--- config.mk ---
export PLATFORM = sky130hd
export DESIGN_NAME = pbutton_event_decoder_flat
export DESIGN_NICKNAME = d
export VERILOG_FILES = /design/src/rtl/pbutton_pkg.sv /design/src/rtl/pbutton_event_decoder_if.sv /design/src/rtl/pbutton_event_timer.sv /design/src/rtl/pbutton_event_decoder.sv /design/src/flat_wrapper.sv
export SDC_FILE = /design/constraint.sdc
export NUM_CORES = 1
export LEC_CHECK = 0
export CORE_MARGIN = 2
export CORE_UTILIZATION = 30
export DETAILED_ROUTE_END_ITERATION = 7
export PLACE_DENSITY = 0.54
export SLEW_MARGIN = 20
export SYNTH_ARGS = -nofsm -noshare
export SYNTH_HDL_FRONTEND = slang
export SYNTH_SLANG_ARGS = --single-unit
--- constraint.sdc ---
create_clock -name CLOCK_50 -period 3.1 [get_ports CLOCK_50]
set_input_delay 0.775 -clock CLOCK_50 [delete_from_list [all_inputs] [get_ports CLOCK_50]]
set_output_delay 0.775 -clock CLOCK_50 [all_outputs]
set_load 0.01 [all_outputs]
--- src/rtl/pbutton_pkg.sv ---
// Shared types and constants for the push-button event decoder.
package pbutton_pkg;

  // Decoder states, binary encoded.
  typedef enum logic [2:0] {
    IDLE     = 3'd0,
    PRESSED  = 3'd1,
    WAIT_GAP = 3'd2,
    SECOND   = 3'd3,
    HELD     = 3'd4
  } state_t;

  // 32-bit cycle-count constants.
  localparam logic [31:0] CNT_ZERO = 32'd0;
  localparam logic [31:0] CNT_ONE  = 32'd1;
  localparam logic [31:0] CNT_TWO  = 32'd2;
  localparam logic [31:0] CNT_MAX  = 32'hFFFF_FFFF;

  // Threshold inputs of 0 behave as 1.
  function automatic logic [31:0] at_least_one(input logic [31:0] v);
    if (v == CNT_ZERO) begin
      at_least_one = CNT_ONE;
    end else begin
      at_least_one = v;
    end
  endfunction

endpackage

--- src/rtl/pbutton_event_decoder_if.sv ---
// Bus between the debouncer / board test logic and the event decoder.
// count_load / count_load_value preload event_count for board bring-up.
interface pbutton_event_decoder_if #(
  parameter int REPEAT_W = 32
);
  logic                PB_state_pushed;
  logic                PB_state_released;
  logic [31:0]         long_press_cycles;
  logic [31:0]         dbl_gap_cycles;
  logic [REPEAT_W-1:0] repeat_cycles;
  logic                count_load;
  logic [15:0]         count_load_value;
  logic                EV_click;
  logic                EV_double_click;
  logic                EV_long_press;
  logic                EV_repeat;
  logic [15:0]         event_count;

  // Side that supplies button pulses and thresholds.
  modport master (
    output PB_state_pushed, PB_state_released,
    output long_press_cycles, dbl_gap_cycles, repeat_cycles,
    output count_load, count_load_value,
    input  EV_click, EV_double_click, EV_long_press, EV_repeat, event_count
  );

  // The decoder itself.
  modport slave (
    input  PB_state_pushed, PB_state_released,
    input  long_press_cycles, dbl_gap_cycles, repeat_cycles,
    input  count_load, count_load_value,
    output EV_click, EV_double_click, EV_long_press, EV_repeat, event_count
  );
endinterface

--- src/rtl/pbutton_event_timer.sv ---
// Clear/enable saturating up-counter with an equality-compare flag.
module pbutton_event_timer #(
  parameter int           W   = 32,
  parameter logic [W-1:0] SAT = {W{1'b1}}
) (
  input  logic         clk,
  input  logic         rst,
  input  logic         clr,
  input  logic         en,
  input  logic [W-1:0] target,
  output logic         hit
);
  localparam logic [W-1:0] ZERO = {W{1'b0}};
  localparam logic [W-1:0] ONE  = {{(W-1){1'b0}}, 1'b1};

  logic [W-1:0] count_r;

  // Count register: clear has priority, increment stops at the saturation value.
  always_ff @(posedge clk or posedge rst) begin
    if (rst) begin
      count_r <= ZERO;
    end else if (clr) begin
      count_r <= ZERO;
    end else if (en && (count_r != SAT)) begin
      count_r <= count_r + ONE;
    end else begin
      count_r <= count_r;
    end
  end

  assign hit = (count_r == target);

endmodule

--- src/rtl/pbutton_event_decoder.sv ---
// Push-button event decoder: turns debounced pushed/released pulses into
// one-cycle click, double-click, long-press and auto-repeat events.
// Optional feature macro: PBUTTON_AUTOREPEAT_EN (auto-repeat while held).
// Every event output is registered, so each decision is taken one cycle
// before the pulse is visible; the compare targets are chosen accordingly.
module pbutton_event_decoder
  import pbutton_pkg::*;
#(
  parameter int REPEAT_W = 32
) (
  input logic                    CLOCK_50,
  input logic                    RESET,
  pbutton_event_decoder_if.slave bus
);

  state_t      state_r;
  state_t      state_next_s;
  logic        pushed_s;
  logic        released_s;
  logic [31:0] long_len_s;
  logic [31:0] gap_s;
  logic [31:0] cnt_target_s;
  logic        long_is_one_s;
  logic        gap_is_zero_s;
  logic        cnt_en_s;
  logic        cnt_clr_s;
  logic        cnt_hit_s;
  logic        rpt_hit_s;
  logic        ev_click_s;
  logic        ev_double_s;
  logic        ev_long_s;
  logic        ev_repeat_s;
  logic        ev_click_r;
  logic        ev_double_r;
  logic        ev_long_r;
  logic        ev_repeat_r;
  logic [15:0] event_count_r;

  // A simultaneous push and release cancel each other out.
  assign pushed_s      = bus.PB_state_pushed & ~bus.PB_state_released;
  assign released_s    = bus.PB_state_released & ~bus.PB_state_pushed;
  assign long_len_s    = at_least_one(bus.long_press_cycles);
  assign gap_s         = bus.dbl_gap_cycles;
  assign long_is_one_s = (long_len_s == CNT_ONE);
  assign gap_is_zero_s = (gap_s == CNT_ZERO);
  assign cnt_en_s      = (state_r == PRESSED) || (state_r == WAIT_GAP) || (state_r == HELD);
  assign cnt_clr_s     = (state_next_s != state_r);

  // Compare target: last gap cycle in WAIT_GAP, one cycle ahead of the long-press length otherwise.
  always_comb begin
    cnt_target_s = long_len_s - CNT_TWO;
    if (state_r == WAIT_GAP) begin
      cnt_target_s = gap_s - CNT_ONE;
    end else begin
      cnt_target_s = long_len_s - CNT_TWO;
    end
  end

  pbutton_event_timer #(
    .W   (32),
    .SAT (CNT_MAX)
  ) u_cnt (
    .clk    (CLOCK_50),
    .rst    (RESET),
    .clr    (cnt_clr_s),
    .en     (cnt_en_s),
    .target (cnt_target_s),
    .hit    (cnt_hit_s)
  );

`ifdef PBUTTON_AUTOREPEAT_EN
  localparam logic [REPEAT_W-1:0] RPT_ZERO = {REPEAT_W{1'b0}};
  localparam logic [REPEAT_W-1:0] RPT_ONE  = {{(REPEAT_W-1){1'b0}}, 1'b1};

  logic [REPEAT_W-1:0] rpt_target_s;
  logic                rpt_en_s;
  logic                rpt_clr_s;

  // Repeat compare value is R-1 with R clamped to at least 1.
  always_comb begin
    rpt_target_s = RPT_ZERO;
    if (bus.repeat_cycles == RPT_ZERO) begin
      rpt_target_s = RPT_ZERO;
    end else begin
      rpt_target_s = bus.repeat_cycles - RPT_ONE;
    end
  end

  // Runs only while held; restarts on HELD entry and after every repeat.
  assign rpt_en_s  = (state_r == HELD) && !released_s;
  assign rpt_clr_s = ((state_next_s == HELD) && (state_r != HELD)) ||
                     ((state_r == HELD) && rpt_hit_s);

  pbutton_event_timer #(
    .W   (REPEAT_W),
    .SAT ({REPEAT_W{1'b1}})
  ) u_rpt (
    .clk    (CLOCK_50),
    .rst    (RESET),
    .clr    (rpt_clr_s),
    .en     (rpt_en_s),
    .target (rpt_target_s),
    .hit    (rpt_hit_s)
  );
`else
  assign rpt_hit_s = 1'b0;
`endif

  // State register.
  always_ff @(posedge CLOCK_50 or posedge RESET) begin
    if (RESET) begin
      state_r <= IDLE;
    end else begin
      state_r <= state_next_s;
    end
  end

  // Next-state decode; a release beats a simultaneous timeout.
  always_comb begin
    state_next_s = state_r;
    case (state_r)
      IDLE: begin
        if (pushed_s) begin
          if (long_is_one_s) begin
            state_next_s = HELD;
          end else begin
            state_next_s = PRESSED;
          end
        end else begin
          state_next_s = IDLE;
        end
      end
      PRESSED: begin
        if (released_s) begin
          if (gap_is_zero_s) begin
            state_next_s = IDLE;
          end else begin
            state_next_s = WAIT_GAP;
          end
        end else if (cnt_hit_s) begin
          state_next_s = HELD;
        end else begin
          state_next_s = PRESSED;
        end
      end
      WAIT_GAP: begin
        if (pushed_s) begin
          state_next_s = SECOND;
        end else if (cnt_hit_s) begin
          state_next_s = IDLE;
        end else begin
          state_next_s = WAIT_GAP;
        end
      end
      SECOND: begin
        if (released_s) begin
          state_next_s = IDLE;
        end else begin
          state_next_s = SECOND;
        end
      end
      HELD: begin
        if (released_s) begin
          state_next_s = IDLE;
        end else begin
          state_next_s = HELD;
        end
      end
      default: begin
        state_next_s = IDLE;
      end
    endcase
  end

  // Event decode for the next cycle's registered pulses.
  always_comb begin
    ev_click_s  = 1'b0;
    ev_double_s = 1'b0;
    ev_long_s   = 1'b0;
    ev_repeat_s = 1'b0;
    case (state_r)
      IDLE: begin
        if (pushed_s && long_is_one_s) begin
          ev_long_s = 1'b1;
        end else begin
          ev_long_s = 1'b0;
        end
      end
      PRESSED: begin
        if (released_s) begin
          ev_click_s = gap_is_zero_s;
        end else begin
          ev_long_s = cnt_hit_s;
        end
      end
      WAIT_GAP: begin
        if (pushed_s) begin
          ev_click_s = 1'b0;
        end else begin
          ev_click_s = cnt_hit_s;
        end
      end
      SECOND: begin
        ev_double_s = released_s;
      end
      HELD: begin
        ev_repeat_s = rpt_hit_s && !released_s;
      end
      default: begin
        ev_click_s = 1'b0;
      end
    endcase
  end

  // Event pulse registers.
  always_ff @(posedge CLOCK_50 or posedge RESET) begin
    if (RESET) begin
      ev_click_r  <= 1'b0;
      ev_double_r <= 1'b0;
      ev_long_r   <= 1'b0;
      ev_repeat_r <= 1'b0;
    end else begin
      ev_click_r  <= ev_click_s;
      ev_double_r <= ev_double_s;
      ev_long_r   <= ev_long_s;
      ev_repeat_r <= ev_repeat_s;
    end
  end

  // Running event count, one behind the pulses; preload wins over counting.
  always_ff @(posedge CLOCK_50 or posedge RESET) begin
    if (RESET) begin
      event_count_r <= 16'd0;
    end else if (bus.count_load) begin
      event_count_r <= bus.count_load_value;
    end else if (ev_click_r || ev_double_r || ev_long_r || ev_repeat_r) begin
      event_count_r <= event_count_r + 16'd1;
    end else begin
      event_count_r <= event_count_r;
    end
  end

  assign bus.EV_click        = ev_click_r;
  assign bus.EV_double_click = ev_double_r;
  assign bus.EV_long_press   = ev_long_r;
  assign bus.EV_repeat       = ev_repeat_r;
  assign bus.event_count     = event_count_r;

endmodule

--- src/flat_wrapper.sv ---
// flat-port wrapper written by rule: the top's interface ports become plain ports
module pbutton_event_decoder_flat import pbutton_pkg::*;
#(
  parameter int REPEAT_W = 32
)
  (CLOCK_50, RESET, bus_PB_state_pushed, bus_PB_state_released, bus_long_press_cycles, bus_dbl_gap_cycles, bus_repeat_cycles, bus_count_load, bus_count_load_value, bus_EV_click, bus_EV_double_click, bus_EV_long_press, bus_EV_repeat, bus_event_count);
  pbutton_event_decoder_if #(.REPEAT_W(REPEAT_W)) bus_i ();
  input logic CLOCK_50;
  input logic RESET;
  input wire logic [$bits(bus_i.PB_state_pushed)-1:0] bus_PB_state_pushed;
  input wire logic [$bits(bus_i.PB_state_released)-1:0] bus_PB_state_released;
  input wire logic [$bits(bus_i.long_press_cycles)-1:0] bus_long_press_cycles;
  input wire logic [$bits(bus_i.dbl_gap_cycles)-1:0] bus_dbl_gap_cycles;
  input wire logic [$bits(bus_i.repeat_cycles)-1:0] bus_repeat_cycles;
  input wire logic [$bits(bus_i.count_load)-1:0] bus_count_load;
  input wire logic [$bits(bus_i.count_load_value)-1:0] bus_count_load_value;
  output wire logic [$bits(bus_i.EV_click)-1:0] bus_EV_click;
  output wire logic [$bits(bus_i.EV_double_click)-1:0] bus_EV_double_click;
  output wire logic [$bits(bus_i.EV_long_press)-1:0] bus_EV_long_press;
  output wire logic [$bits(bus_i.EV_repeat)-1:0] bus_EV_repeat;
  output wire logic [$bits(bus_i.event_count)-1:0] bus_event_count;
  assign bus_i.PB_state_pushed = bus_PB_state_pushed;
  assign bus_i.PB_state_released = bus_PB_state_released;
  assign bus_i.long_press_cycles = bus_long_press_cycles;
  assign bus_i.dbl_gap_cycles = bus_dbl_gap_cycles;
  assign bus_i.repeat_cycles = bus_repeat_cycles;
  assign bus_i.count_load = bus_count_load;
  assign bus_i.count_load_value = bus_count_load_value;
  assign bus_EV_click = bus_i.EV_click;
  assign bus_EV_double_click = bus_i.EV_double_click;
  assign bus_EV_long_press = bus_i.EV_long_press;
  assign bus_EV_repeat = bus_i.EV_repeat;
  assign bus_event_count = bus_i.event_count;
  pbutton_event_decoder #(.REPEAT_W(REPEAT_W)) u_core (.CLOCK_50(CLOCK_50), .RESET(RESET), .bus(bus_i));
endmodule
# After elaboration in Yosys (flattened, before gate mapping)
# Cells that the tools add are included.
classes:
  n_addsub: 4
  mul: 0
  n_div: 0
  n_lt_le_gt_ge: 0
  n_eq_ne: 8
  shift: 0
  muxes: 23
  n_bitwise: 4
  reduce_logical: 11
ops:
  columns: ["cell", "count"]
  rows:
  - ["two-way mux 32 bit", 4]
  - ["zero test 32 bit", 2]
  - ["adder 32 x 1 -> 32 bit (second input constant)", 1]
  - ["== test 32 x 1 -> 1 bit (second input constant)", 1]
  - ["== test 32 bit", 1]
  - ["two-way mux 16 bit", 2]
  - ["inequality test 32 bit (second input constant)", 1]
  - ["subtractor 32 x 1 -> 32 bit (second input constant)", 1]
  - ["subtractor 32 x 2 -> 32 bit (second input constant)", 1]
  - ["two-way mux 3 bit", 6]
  - ["adder 16 x 1 -> 16 bit (second input constant)", 1]
  - ["case mux 3 bit (5 select lines)", 1]
  - ["== test 3 x 2 -> 1 bit (second input constant)", 2]
  - ["two-way mux 2 bit", 3]
  - ["two-way mux 1 bit", 5]
  - ["logical OR 1 bit", 4]
  - ["case mux 1 bit (2 select lines)", 2]
  - ["nonzero test 2 bit", 2]
  - ["== test 3 x 1 -> 1 bit (second input constant)", 1]
  - ["== test 3 bit (second input constant)", 1]
  - ["zero test 3 bit", 1]
  - ["inequality test 3 bit", 1]
  - ["AND 1 bit", 2]
  - ["logical AND 1 bit", 2]
  - ["NOT 1 bit", 2]
word_totals:
  register_bits: 54
  latch_bits: 0
  mem_bits_rw: 0
  mem_bits_ro: 0
  in_bits: 117
  output_inout_bits: 20
  word_cells: 56
  n_memories: 0

# Longest topological paths before layout
depth:
  ltp_word: 10
  ltp_mapped: 13

# Hierarchy
# A second synthesis with hierarchy kept.
hier_totals:
  cells_unflattened: 631
  hier_area_um2: 4942.2
by_module_without_submodules:
  columns: ["mod", "instances", "cells_each", "area_each_um2", "seq_area_each_um2"]
  rows:
  - ["pbutton_event_decoder", 1, 381, 2752.6, 550.5]
  - ["pbutton_event_timer", 1, 250, 2189.6, 800.8]

# Least setup slack after synthesis
# Ideal clock, no wire load.
synth_timing:
  path_type: "input to register"
  start: "input port bus_long_press_cycles[12]"
  end: "register u_core.u_cnt.count_r[2]"
  setup_ns: 0.119
  t_arrival_ns: 3.667
  setup_slack_ns: -0.687
  path_stages: 10
  path_buffers: 1
  cell_sequence: "or4_1 -> or3_1 -> nor3_1 -> mux2_2 -> o41ai_1 -> o2111ai_1 -> nor4_2 -> a41o_2 -> buf_6 -> nor2_2"
synth_between:
  elab_chain_len: 10
synth_lines:
  columns: ["element", "line_no", "rtl"]
  rows:
  - ["start, declared", "flat_wrapper.sv:12", "input wire logic [$bits(bus_i.long_press_cycles)-1:0] bus_long_press_cycles;"]
  - ["zero test 32 bit", "pbutton_pkg.sv:21", "if (v == CNT_ZERO) begin"]
  - ["two-way mux 32 bit *", "pbutton_pkg.sv:21", null]
  - ["subtractor 32 x 2 -> 32 bit", null, null]
  - ["two-way mux 32 bit", "pbutton_event_decoder.sv:52", "if (state_r == WAIT_GAP) begin"]
  - ["== test 32 bit", "pbutton_event_timer.sv:31", "assign hit = (count_r == target);"]
  - ["two-way mux 3 bit / two-way mux 2 bit (equally long branches)", "pbutton_event_decoder.sv:140, pbutton_event_decoder.sv:149", null]
  - ["two-way mux 3 bit, on equally long branches", "pbutton_event_decoder.sv:134, pbutton_event_decoder.sv:147", null]
  - ["case mux 3 bit (5 select lines) *", "pbutton_event_decoder.sv:121", "case (state_r)"]
  - ["inequality test 3 bit *", "pbutton_event_decoder.sv:47", "assign cnt_clr_s = (state_next_s != state_r);"]
  - ["two-way mux 32 bit / nonzero test 2 bit (equally long branches)", null, null]
  - ["end signal, assigned", "pbutton_event_timer.sv:25", "count_r <= count_r + ONE;"]
  - ["end signal, assigned", "pbutton_event_timer.sv:27", "count_r <= count_r;"]
  - ["end, declared", "pbutton_event_timer.sv:16", "logic [W-1:0] count_r;"]
# Every way passes the cells marked *; elsewhere a longest branch is shown, timed or not.
# A chain may end at the register's enable or synchronous reset.

# Final worst setup path
layout_timing:
  start: "input port bus_dbl_gap_cycles[4]"
  end: "register u_core.u_cnt.count_r[20]"
layout_between:
  elab_chain_len: 8
layout_lines:
  columns: ["element", "line_no", "rtl"]
  rows:
  - ["start, declared", "flat_wrapper.sv:13", "input wire logic [$bits(bus_i.dbl_gap_cycles)-1:0] bus_dbl_gap_cycles;"]
  - ["subtractor 32 x 1 -> 32 bit", "pbutton_event_decoder.sv:53", "cnt_target_s = gap_s - CNT_ONE;"]
  - ["two-way mux 32 bit", "pbutton_event_decoder.sv:52", null]
  - ["== test 32 bit", "pbutton_event_timer.sv:31", null]
  - ["two-way mux 3 bit / two-way mux 2 bit (equally long branches)", "pbutton_event_decoder.sv:140, pbutton_event_decoder.sv:149", null]
  - ["two-way mux 3 bit, on equally long branches", "pbutton_event_decoder.sv:134, pbutton_event_decoder.sv:147", null]
  - ["case mux 3 bit (5 select lines) *", "pbutton_event_decoder.sv:121", null]
  - ["inequality test 3 bit *", "pbutton_event_decoder.sv:47", null]
  - ["two-way mux 32 bit / nonzero test 2 bit (equally long branches)", null, null]
# Marked as above.

==> reports/results.md <==
| Metric | This run | Unit |
| --- | --- | --- |
| Result of the run | complete, but fails checks | - |
| Violations in the final reports | negative setup slack | - |
| Input/output buffers | 103 | - |
| Data required time at the worst endpoint | 3290 | ps |
| Pre-CTS WS | -1256 | ps |
| EDFF count, synth | 0 | - |
| Final worst setup slack | -668.7 | ps |
| Number of distinct library cells after synthesis | 79 | - |
| # DRC | 0 | - |
| Final hold vios | 0 | - |
| Seq cells post-synth | 54 | - |
| Series of cell instances along the critical path | buf_6, or4_4, nor4b_4, buf_4, or4b_4, xor2_2, a221o_1, o2111ai_2, nor4_2, buf_4, a41o_4, buf_12, clkbuf_16, nor2_2 | - |
| I/O pin cnt | 137 | - |
| Fraction of final layout cells with drive strength greater than 1 | 39.31 | % |
| Class of the tightest hold or removal check | reg -> reg | - |
| Unrepaired setup endpoints after global routing | true | - |
| CP peak stage delay | 550 | ps |
| Skew final | 8.712 | ps |
| Number of levels the H-tree was split into | 2 | - |
| Maximum fanout count along the critical path | 5 | - |
| Leakage power total | 0.003842 | uW |
| Critical Path AT | 3960 | ps |
| Die height | 141.7 | um |
| Cell occurring most often along the worst timing path | buf_4 | - |
| TritonCTS clock tree | built | - |
| Combined global-route utilization of all metal layers | 21.98 | % |
| Final Cell Area | 9608 | um^2 |
| Gate count after technology mapping | 729 | - |
| Detail Placement HPWL | 17440 | um |
| Max stage delay cell, worst path | or4_4 | - |
| Post-Syn Nets | 851 | - |
| Number of standard-cell rows in the floorplan | 50 | - |
| Critical path's top delay family | simple AND/OR/NAND/NOR gates | - |
| Most used flip-flop cell after synthesis | dfrtp_1 | - |
| Total gr overflow | 0 | - |
| Initial Utilization | 30.52 | % |
| Shortest period the worst path allows | 3769 | ps |
| Average vias per placed instance | 5.319 | - |
| Synth Cell Area | 5689 | um^2 |
| Type of origin of the critical path | primary input | - |
| Pwr dens | 349.9 | nW/um^2 |
| Portion of synthesized cell area occupied by the leading cell type | 23.75 | % |
| Number of CTS-inserted buffers | 5 | - |
| Sequential fraction of the synthesis area | 23.75 | % |
| Clock transition at the registers of the reported paths | 70 | ps |
| Number of antenna violations at the first check in global routing | 0 | - |
| Total Power Consumption | 3362 | uW |
| Cell type contributing the most total cell area after synthesis | dfrtp_1 | - |
| Ys async rst share | 100.0 | % |
| Post-Route Setup TNS | -23190 | ps |
| Avg Synthesized Cell Area | 7.804 | um^2 |
| CTS Root Buffer Type | clkbuf_16 | - |
| Number of setup violations in the final report | 37 | - |
| Horizontal extent of the die | 141.7 | um |
| Vias in the first global route | 6623 | - |
| Net count, final | 1164 | - |
| Wire length of the first global-routing pass | 35170 | um |
| Flop2flop setup slack | -220 | ps |
| Sum of buffers and inverters on the critical path | 5 | - |
| Yosys warning count | 0 | - |
| Clock network latency to the later pin of the worst-skew pair | 300 | ps |
| Transition time of the tightest slew-check pin | 723.5 | ps |
| Area of the die | 20080 | um^2 |
| Final ANT Viol Nets | 0 | - |
| Crit Path Class | in -> reg | - |
| Critical Path End Type | register | - |
| Area growth, synth to finish | 68.88 | % |
| Vias post-DR | 6792 | - |
| Pre-Repair DR Iteration Count | 5 | - |
| DP Area | 8503 | um^2 |
| Slew Limit Headroom | 51.50 | % |
| Wire per inst | 17.60 | um |
| Pin count of the biggest net entering global routing | 34 | - |
| Highest achievable clock rate | 265.3 | MHz |
| Detailed Route Iter0 Violations | 451 | - |
| GP Congestion | 0.9811 | - |
| Antenna diodes | 0 | - |
| Share of the cycle needed by the critical path after routing | 121.6 | % |
| Sum of routed wire length over all layers | 22470 | um |
| Maximum buffer depth of the clock tree | 2 | - |
| Max-Cap Viols | 0 | - |
| Ranking of synthesized cells by area | dfrtp_1, xor2_1, xnor2_1, nand2_1, nor2_1 | - |
| Clock sinks | 54 | - |
| Placeable core region | 18640 | um^2 |
| Worst voltage drop across the vdd grid | 0.2612 | mV |
| Final count of pins violating max slew | 0 | - |
-- path summary, 6_finish.rpt --
kind,depth (start not counted),start,endpoint
min reg2reg,1,u_core.state_r[1],u_core.state_r[2]
max,14,bus_dbl_gap_cycles[4],u_core.u_cnt.count_r[20]
max reg2reg,11,u_core.state_r[1],u_core.u_cnt.count_r[20]
min,1,u_core.state_r[1],u_core.state_r[2]
min in group asynchronous,2,RESET,u_core.bus.event_count[10]
max in group asynchronous,3,RESET,u_core.u_cnt.count_r[17]
-- cells in the final DEF (no fill, tap or decap), drive strengths merged, types with 4 or more instances in the layout --
| cell | n |
|---|---|
| xor2 | 57 |
| nor3b | 8 |
| nand2b | 4 |
| and2 | 6 |
| a211oi | 8 |
| xnor2 | 56 |
| a31oi | 9 |
| nor4 | 30 |
| nand4 | 21 |
| o21ai | 39 |
| a21oi | 10 |
| or4 | 19 |
| inv | 19 |
| o211ai | 4 |
| o21a | 5 |
| dlygate4sd2 | 18 |
| nand3b | 5 |
| buf | 251 |
| and3 | 12 |
| clkdlybuf4s50 | 65 |
| o31ai | 8 |
| nand2 | 67 |
| o2111ai | 6 |
| nand3 | 34 |
| ha | 5 |
| mux2i | 8 |
| and4 | 10 |
| nor4b | 4 |
| nor2b | 5 |
| clkbuf | 15 |
| nor2 | 65 |
| nor3 | 36 |
| or3 | 16 |
| dfrtp | 54 |
| or3b | 4 |
-- kinds of logic after synthesis --
logic type | Yosys count | synth area share (%)
compound gates | 132 | 16.54
xor+xnor | 113 | 17.40
fa+ha+maj | 5 | 1.100
buf+inv | 60 | 4.486
flops | 54 | 23.75
mux | 10 | 1.803
other cells | 1 | 0.06591
simple gates | 354 | 34.86
-- registers in the layout, summed over array words and instances, names as in the netlist --
signal / flops
u_core.bus.EV_double_click: 1
u_core.state_r: 3
u_core.bus.EV_click: 1
u_core.bus.event_count: 16
u_core.bus.EV_long_press: 1
u_core.u_cnt.count_r: 32
-- metal layers --
layer  up-vias  global-route usage, %  wire (um)
met5         -                      0          0
met4         0                  4.842        431
met3        27                  3.071       1103
met2       165                  36.46      10510
met1      3281                  30.46      10430
li1       3319                      -          -
-- area by class of cell --
type,instances,area (um^2)
Fill cell,1820,9035
Multi-Input combinational cell,615,4751
Timing Repair Buffer,348,2994
Sequential cell,54,1351
Tap cell,234,292.8
Clock buffer,7,142.6
Inverter,18,67.56
Clock inverter,1,8.758
-- repair_timing --
action	4_1_cts	5_1_grt
gates cloned	2	2
pin swaps	52	38
resized for setup	156	67
endpoints found under the setup margin	37	37
setup buffers	16	12
hold buffers	0	0
-- synthesized netlist by cell type, drive strengths merged, types with 4 or more instances --
library cell	instances
nand2b	4
ha	5
o211ai	4
a211oi	8
nor2b	5
inv	18
nand4	21
and3	12
buf	9
xor2	57
nand3b	5
and2	6
nor4b	4
nor4	30
and4	10
nor3b	8
nand3	34
o2111ai	6
nor3	36
nor2	65
dfrtp	54
o31ai	8
a21oi	10
mux2i	8
o21ai	39
clkbuf	33
or4	19
or3b	4
nand2	67
a31oi	9
or3	16
xnor2	56
o21a	5
-- where the power goes --
| group | internal (uW) | total [uW] | switching [uW] |
|---|---|---|---|
| Combinational | 995 | 1970 | 976 |
| Clock | 326 | 593 | 267 |
| Sequential | 749 | 797 | 48.2 |
-- through the flow --
step                      utilization, %  cells  hold WS [ps]
after floorplan                        -    729         564.3
after global placement             45.58   1238         518.0
after detailed placement           45.61   1238         513.9
after CTS                          49.53   1263         526.7
after global routing               51.54   1277         551.7
final                              51.54   1277         513.8
No activity file was read; power rests on OpenSTA's default activity.
==> patch 1 (same flow settings) <==
Make the reset (`RESET` and `rst`) synchronous in 4 clocked blocks.
--- a/src/rtl/pbutton_event_timer.sv
+++ b/src/rtl/pbutton_event_timer.sv
@@ -17,5 +17,5 @@
 
   // Count register: clear has priority, increment stops at the saturation value.
-  always_ff @(posedge clk or posedge rst) begin
+  always_ff @(posedge clk) begin
     if (rst) begin
       count_r <= ZERO;
--- a/src/rtl/pbutton_event_decoder.sv
+++ b/src/rtl/pbutton_event_decoder.sv
@@ -108,5 +108,5 @@
 
   // State register.
-  always_ff @(posedge CLOCK_50 or posedge RESET) begin
+  always_ff @(posedge CLOCK_50) begin
     if (RESET) begin
       state_r <= IDLE;
@@ -214,5 +214,5 @@
 
   // Event pulse registers.
-  always_ff @(posedge CLOCK_50 or posedge RESET) begin
+  always_ff @(posedge CLOCK_50) begin
     if (RESET) begin
       ev_click_r  <= 1'b0;
@@ -229,5 +229,5 @@
 
   // Running event count, one behind the pulses; preload wins over counting.
-  always_ff @(posedge CLOCK_50 or posedge RESET) begin
+  always_ff @(posedge CLOCK_50) begin
     if (RESET) begin
       event_count_r <= 16'd0;
Check against the original RTL: differs if RESET is asserted again (counterexample within 4 cycles, from zero or initial values and one cycle with RESET high); with RESET held inactive, the same outputs for 10 cycles.
==> patch 1 against the original RTL <==
The flow still finishes with violations (setup timing). Area after synthesis down 0.31%. Die area down 0.30%. Register-to-register slack about the same. First-iteration DRC count up 30%. Critical path depth down 1. Count of clock-buffer cells in the layout down 2. Sequential cell count unchanged. Cell area down 1.1%. Largest cell class unchanged. Setup slack worse by 88 ps. Routed wire length up 9.5%.
Power is not compared: it rests on default switching activity, and its combinational part moved more than twofold at a synthesized area within 25%.
==> patch 1: results (changes against the original RTL) <==
- DR vias: 7,425 (+9.3%)
- Failing checks: setup timing
- Worst reg2reg path startpoint: u_core.state_r[0]
- Slew headroom: 28.5% (-23 points)
- Hold Crit Start: u_core.bus.event_count[7]
- Most frequent cells after synthesis: nor2_1 (72), nor3_1 (72), nand2_1 (56), dfxtp_1 (54), xor2_1 (54)
- Final worst-path setup slack: -757 ps (-87.8 ps)
- Layout cell share with drive strength beyond 1: 34.7% (-4.7 points)
- Critical path fanouts, max: 6 (+1)
- Hold Path Stages: 2 (+1)
- Register area share after synthesis: 19.1% (-4.7 points)
- Worst R2R Path Depth: 12 (+1)
- Critical Path Source: bus_dbl_gap_cycles[0]
- Outcome: finished, violations left
- Routed length on met1: 10.9 mm (+4.5%)
- First-pass GRT wire length: 37.3 mm (+6.0%)
- Synth Net Count: 916 (+7.6%)
- Initial DRC count: 585 (+30%)
- Syn Inst Count: 794 (+8.9%)
- Pin count of the biggest net entering global routing: 33 (-2.9%)
- Synth unique cells: 81 (+2.5%)
- Total Routing Usage GR: 23.7% (+1.7 points)
- Ys async rst share: 0% (-100 points)
- Met2 WL: 11.3 mm (+7.8%)
- Nets: 1,232 (+5.8%)
- # placed instances: 1,312 (+6.0%)
- Final setup violating endpoints: 37 (unchanged)
## patch 1: power by group through the flow
stage	sequential, W	combinational [W]	clock [W]
detailed placement	0.000741	0.000641	0
finish	0.000725	0.000695	0.000598
floorplan	0.000740	0.000255	0
global placement	0.000741	0.000641	0
CTS	0.000725	0.000666	0.000607
global route	0.000728	0.000742	0.000632
## patch 1: kinds of logic after synthesis
kind of cell / Yosys count / synth area share (%)
AO/OA/AOI/OAI: 136 / 17.0
adder cells (fa/ha/maj): 5 / 1.10
flip-flops: 54 / 19.1
XOR/XNOR: 105 / 16.2
AND/OR/NAND/NOR: 407 / 39.4
other: 1 / 0.0661
multiplexers: 10 / 1.79
buffers and inverters: 76 / 5.36
## patch 1: through the flow
stage	cell area, sq um	setup WS [ps]	hold WS (ps)
2_1_floorplan	5720	-883	532
3_3_place_gp	8600	-1730	520
3_5_place_dp	8600	-1760	530
4_1_cts	9200	-684	542
5_1_grt	9500	-846	591
6_report	9500	-757	540
## patch 1: layout make-up
type | instances | area share, %
sequential | 54 | 11.4
timing repair buffer | 365 | 32.0
clock inverter | 3 | 0.303
clock buffer | 5 | 1.32
multi-input combinational | 664 | 51.2
inverter | 20 | 0.790
tap | 234 | 3.08
## patch 1: per-layer routing
layer,up-vias,GRT usage [%]
met5,-,0
li1,3584,-
met4,0,8.74
met2,296,40.0
met1,3487,31.5
met3,58,1.99
## patch 1: critical path, stage by stage
cell	delay [ps]
buf_8	100
or4_4	540
or4_4	600
or4_4	560
a221oi_4	300
o2bb2ai_2	90
nor4_2	210
nand4_1	190
buf_4	190
nor3_4	140
buf_6	160
buf_6	130
nor3_1	50
## patch 1: repair_timing
item                                    4_1_cts  5_1_grt
resized for setup                           140       61
buffers inserted                             17       11
cloned                                        3        0
pin swaps                                    35       34
endpoints found under the setup margin       37       37
==> patch 2 (config.mk and constraints unchanged) <==
Made on the original files. The option `PBUTTON_AUTOREPEAT_EN` is turned on by a define.
--- a/src/rtl/pbutton_event_decoder.sv
+++ b/src/rtl/pbutton_event_decoder.sv
@@ -4,4 +4,6 @@
 // Every event output is registered, so each decision is taken one cycle
 // before the pulse is visible; the compare targets are chosen accordingly.
+`define PBUTTON_AUTOREPEAT_EN
+
 module pbutton_event_decoder
   import pbutton_pkg::*;
Behaviour: not the same (Yosys sat finds a counterexample within 4 cycles, from zero or initial values and one cycle with RESET high).
==> patch 2 against the original RTL <==
The flow still finishes with violations (setup timing). Maximum frequency down 0.94%. Area after synthesis is 48% higher. Clock power rose by 89%. Critical path depth rose by 2. Cell area is 41% higher. Synthesized cell count is 43% higher. Non-clock buffer count grew 95. Largest cell class unchanged. Setup slack worse by 36 ps. Total power up 25%. Highest routed layer unchanged. Sequential cell count grew 33. Clock skew shrank 1.2 ps. Sequential power rose by 59%. Routed wire length grew 42%. Critical path type unchanged. Die area rose by 46%.
==> patch 2: results (changes against the original RTL) <==
- Outcome: finished, violations left
- Failing checks: setup timing
- Register area share after synthesis: 25.9% (+2.2 points)
- Clock latency at the later pin of the worst-skew pair: 340 ps (+40 ps)
- Vias per cell: 5.23 (-1.6%)
- Worst-margin pin slew: 583 ps (-141 ps)
- Total Routing Usage GR: 21.5% (-0.47 points)
- Pleak: 5.61 nW (+46%)
- Total CTS buffers: 9 (+4)
- Most frequent cells after synthesis: nor2_1 (108), xor2_1 (97), xnor2_1 (95), dfrtp_1 (87), nand2_1 (82)
- Final worst-path setup slack: -705 ps (-35.8 ps)
- Pre-Repair DR Iteration Count: 5 (unchanged)
- H-tree levels: 3 (+1)
- Clk_skew: 7.54 ps (-1.17 ps)
- Nets: 1,565 (+34%)
- Layout cell share with drive strength beyond 1: 36.6% (-2.7 points)
- Final setup violating endpoints: 69 (+86%)
- Area contributors post-synth: dfrtp_1 (26%), xor2_1 (10%), xnor2_1 (9.9%)
- Initial DRC count: 699 (+55%)
- Root Buffer: clkbuf_16
- Synth Net Count: 1,165 (+37%)
- Placer Congestion: 0.951 (-3.1%)
- Synth unique cells: 76 (-3.8%)
- Number of global-route vias before repair: 9,503 (+43%)
- Post-DP HPWL: 24.5 mm (+41%)
- Pre-CTS WS: -1490 ps (-234 ps)
- Worst vdd ir: 0.000255 V (-2.2%)
- Worst R2R Setup Slack: -270 ps (-50 ps)
- First-pass GRT wire length: 49.9 mm (+42%)
## patch 2: cell types whose count changed after synthesis, moves of 7 or more
cell      before  now
nor3_1        36   43
dfrtp_1       54   87
nor2_2        10    0
nand2_1       67   82
nand3_1       34   62
nor2_1        55  108
nand4_1       21   39
nor3_2         0   31
xor2_1        57   97
or3_1         16    9
a21oi_1       10   22
nor4_1        26   34
xnor2_1       56   95
clkbuf_1      33   40
## patch 2: cell families (layout without fill, tap and decap cells)
group | Yosys count | count (layout) | synth area share (%)
AO/OA/AOI/OAI | 137 | 137 | 11.6
XOR/XNOR | 192 | 192 | 20.0
adder cells (fa/ha/maj) | 8 | 8 | 1.16
buffers and inverters | 77 | 482 | 3.81
flip-flops | 87 | 87 | 25.9
multiplexers | 13 | 13 | 1.73
AND/OR/NAND/NOR | 527 | 527 | 35.8
## patch 2: power breakdown
part / leakage, nW / total, W / switching [W] / internal [W]
Clock: 0.144 / 0.00112 / 0.000490 / 0.000634
Combinational: 4.29 / 0.00181 / 0.000972 / 0.000843
Sequential: 1.17 / 0.00127 / 0.0000751 / 0.00119
## patch 2: per-stage QoR
step / hold WS [ps] / cell area (sq um) / std cells / TNS [ps] / power, W
after global routing: 619 / 13500 / 1824 / -52320 / 0.00442
after global placement: 565 / 12100 / 1758 / -97260 / 0.00295
after detailed placement: 577 / 12100 / 1758 / -100400 / 0.00295
after CTS: 593 / 13200 / 1813 / -37060 / 0.00417
final: 593 / 13500 / 1824 / -46060 / 0.00420
after floorplan: 542 / 8470 / 1041 / -46760 / 0.00215
## patch 2: path summary, 6_finish.rpt
path | start | to | cells after the start
setup / recovery | bus_long_press_cycles[1] | u_core.state_r[2] | 16
hold reg to reg | u_core.u_rpt.count_r[28] | u_core.u_rpt.count_r[28] | 2
hold / removal | u_core.u_rpt.count_r[28] | u_core.u_rpt.count_r[28] | 2
min in group asynchronous | RESET | u_core.u_rpt.count_r[9] | 2
max in group asynchronous | RESET | u_core.u_cnt.count_r[10] | 3
setup reg to reg | u_core.state_r[0] | u_core.state_r[2] | 14
## patch 2: worst min-delay path: stages (launching register included)
cell and delay (ps):
dfrtp_1 400, xnor2_1 80, nor2_1 70
## patch 2: cell type report
type,count,area (sq um)
Tap cell,378,473
Sequential cell,87,2180
Clock inverter,7,78.8
Inverter,23,90.1
Timing Repair Buffer,443,3750
Fill cell,2702,14200
Clock buffer,9,225
Multi-Input combinational cell,877,6710
## patch 2: routing by layer
layer  share of wire (%)  track usage (%)
met5                   0                0
met4                 2.2             5.90
met3                 4.8             2.44
met2                  48             36.2
met1                  45             29.2
## patch 2: repair_timing
item,CTS,global route
pin swaps,84,55
endpoints found under the setup margin,70,70
resized for setup,306,82
setup buffers,38,10
gates cloned,1,3
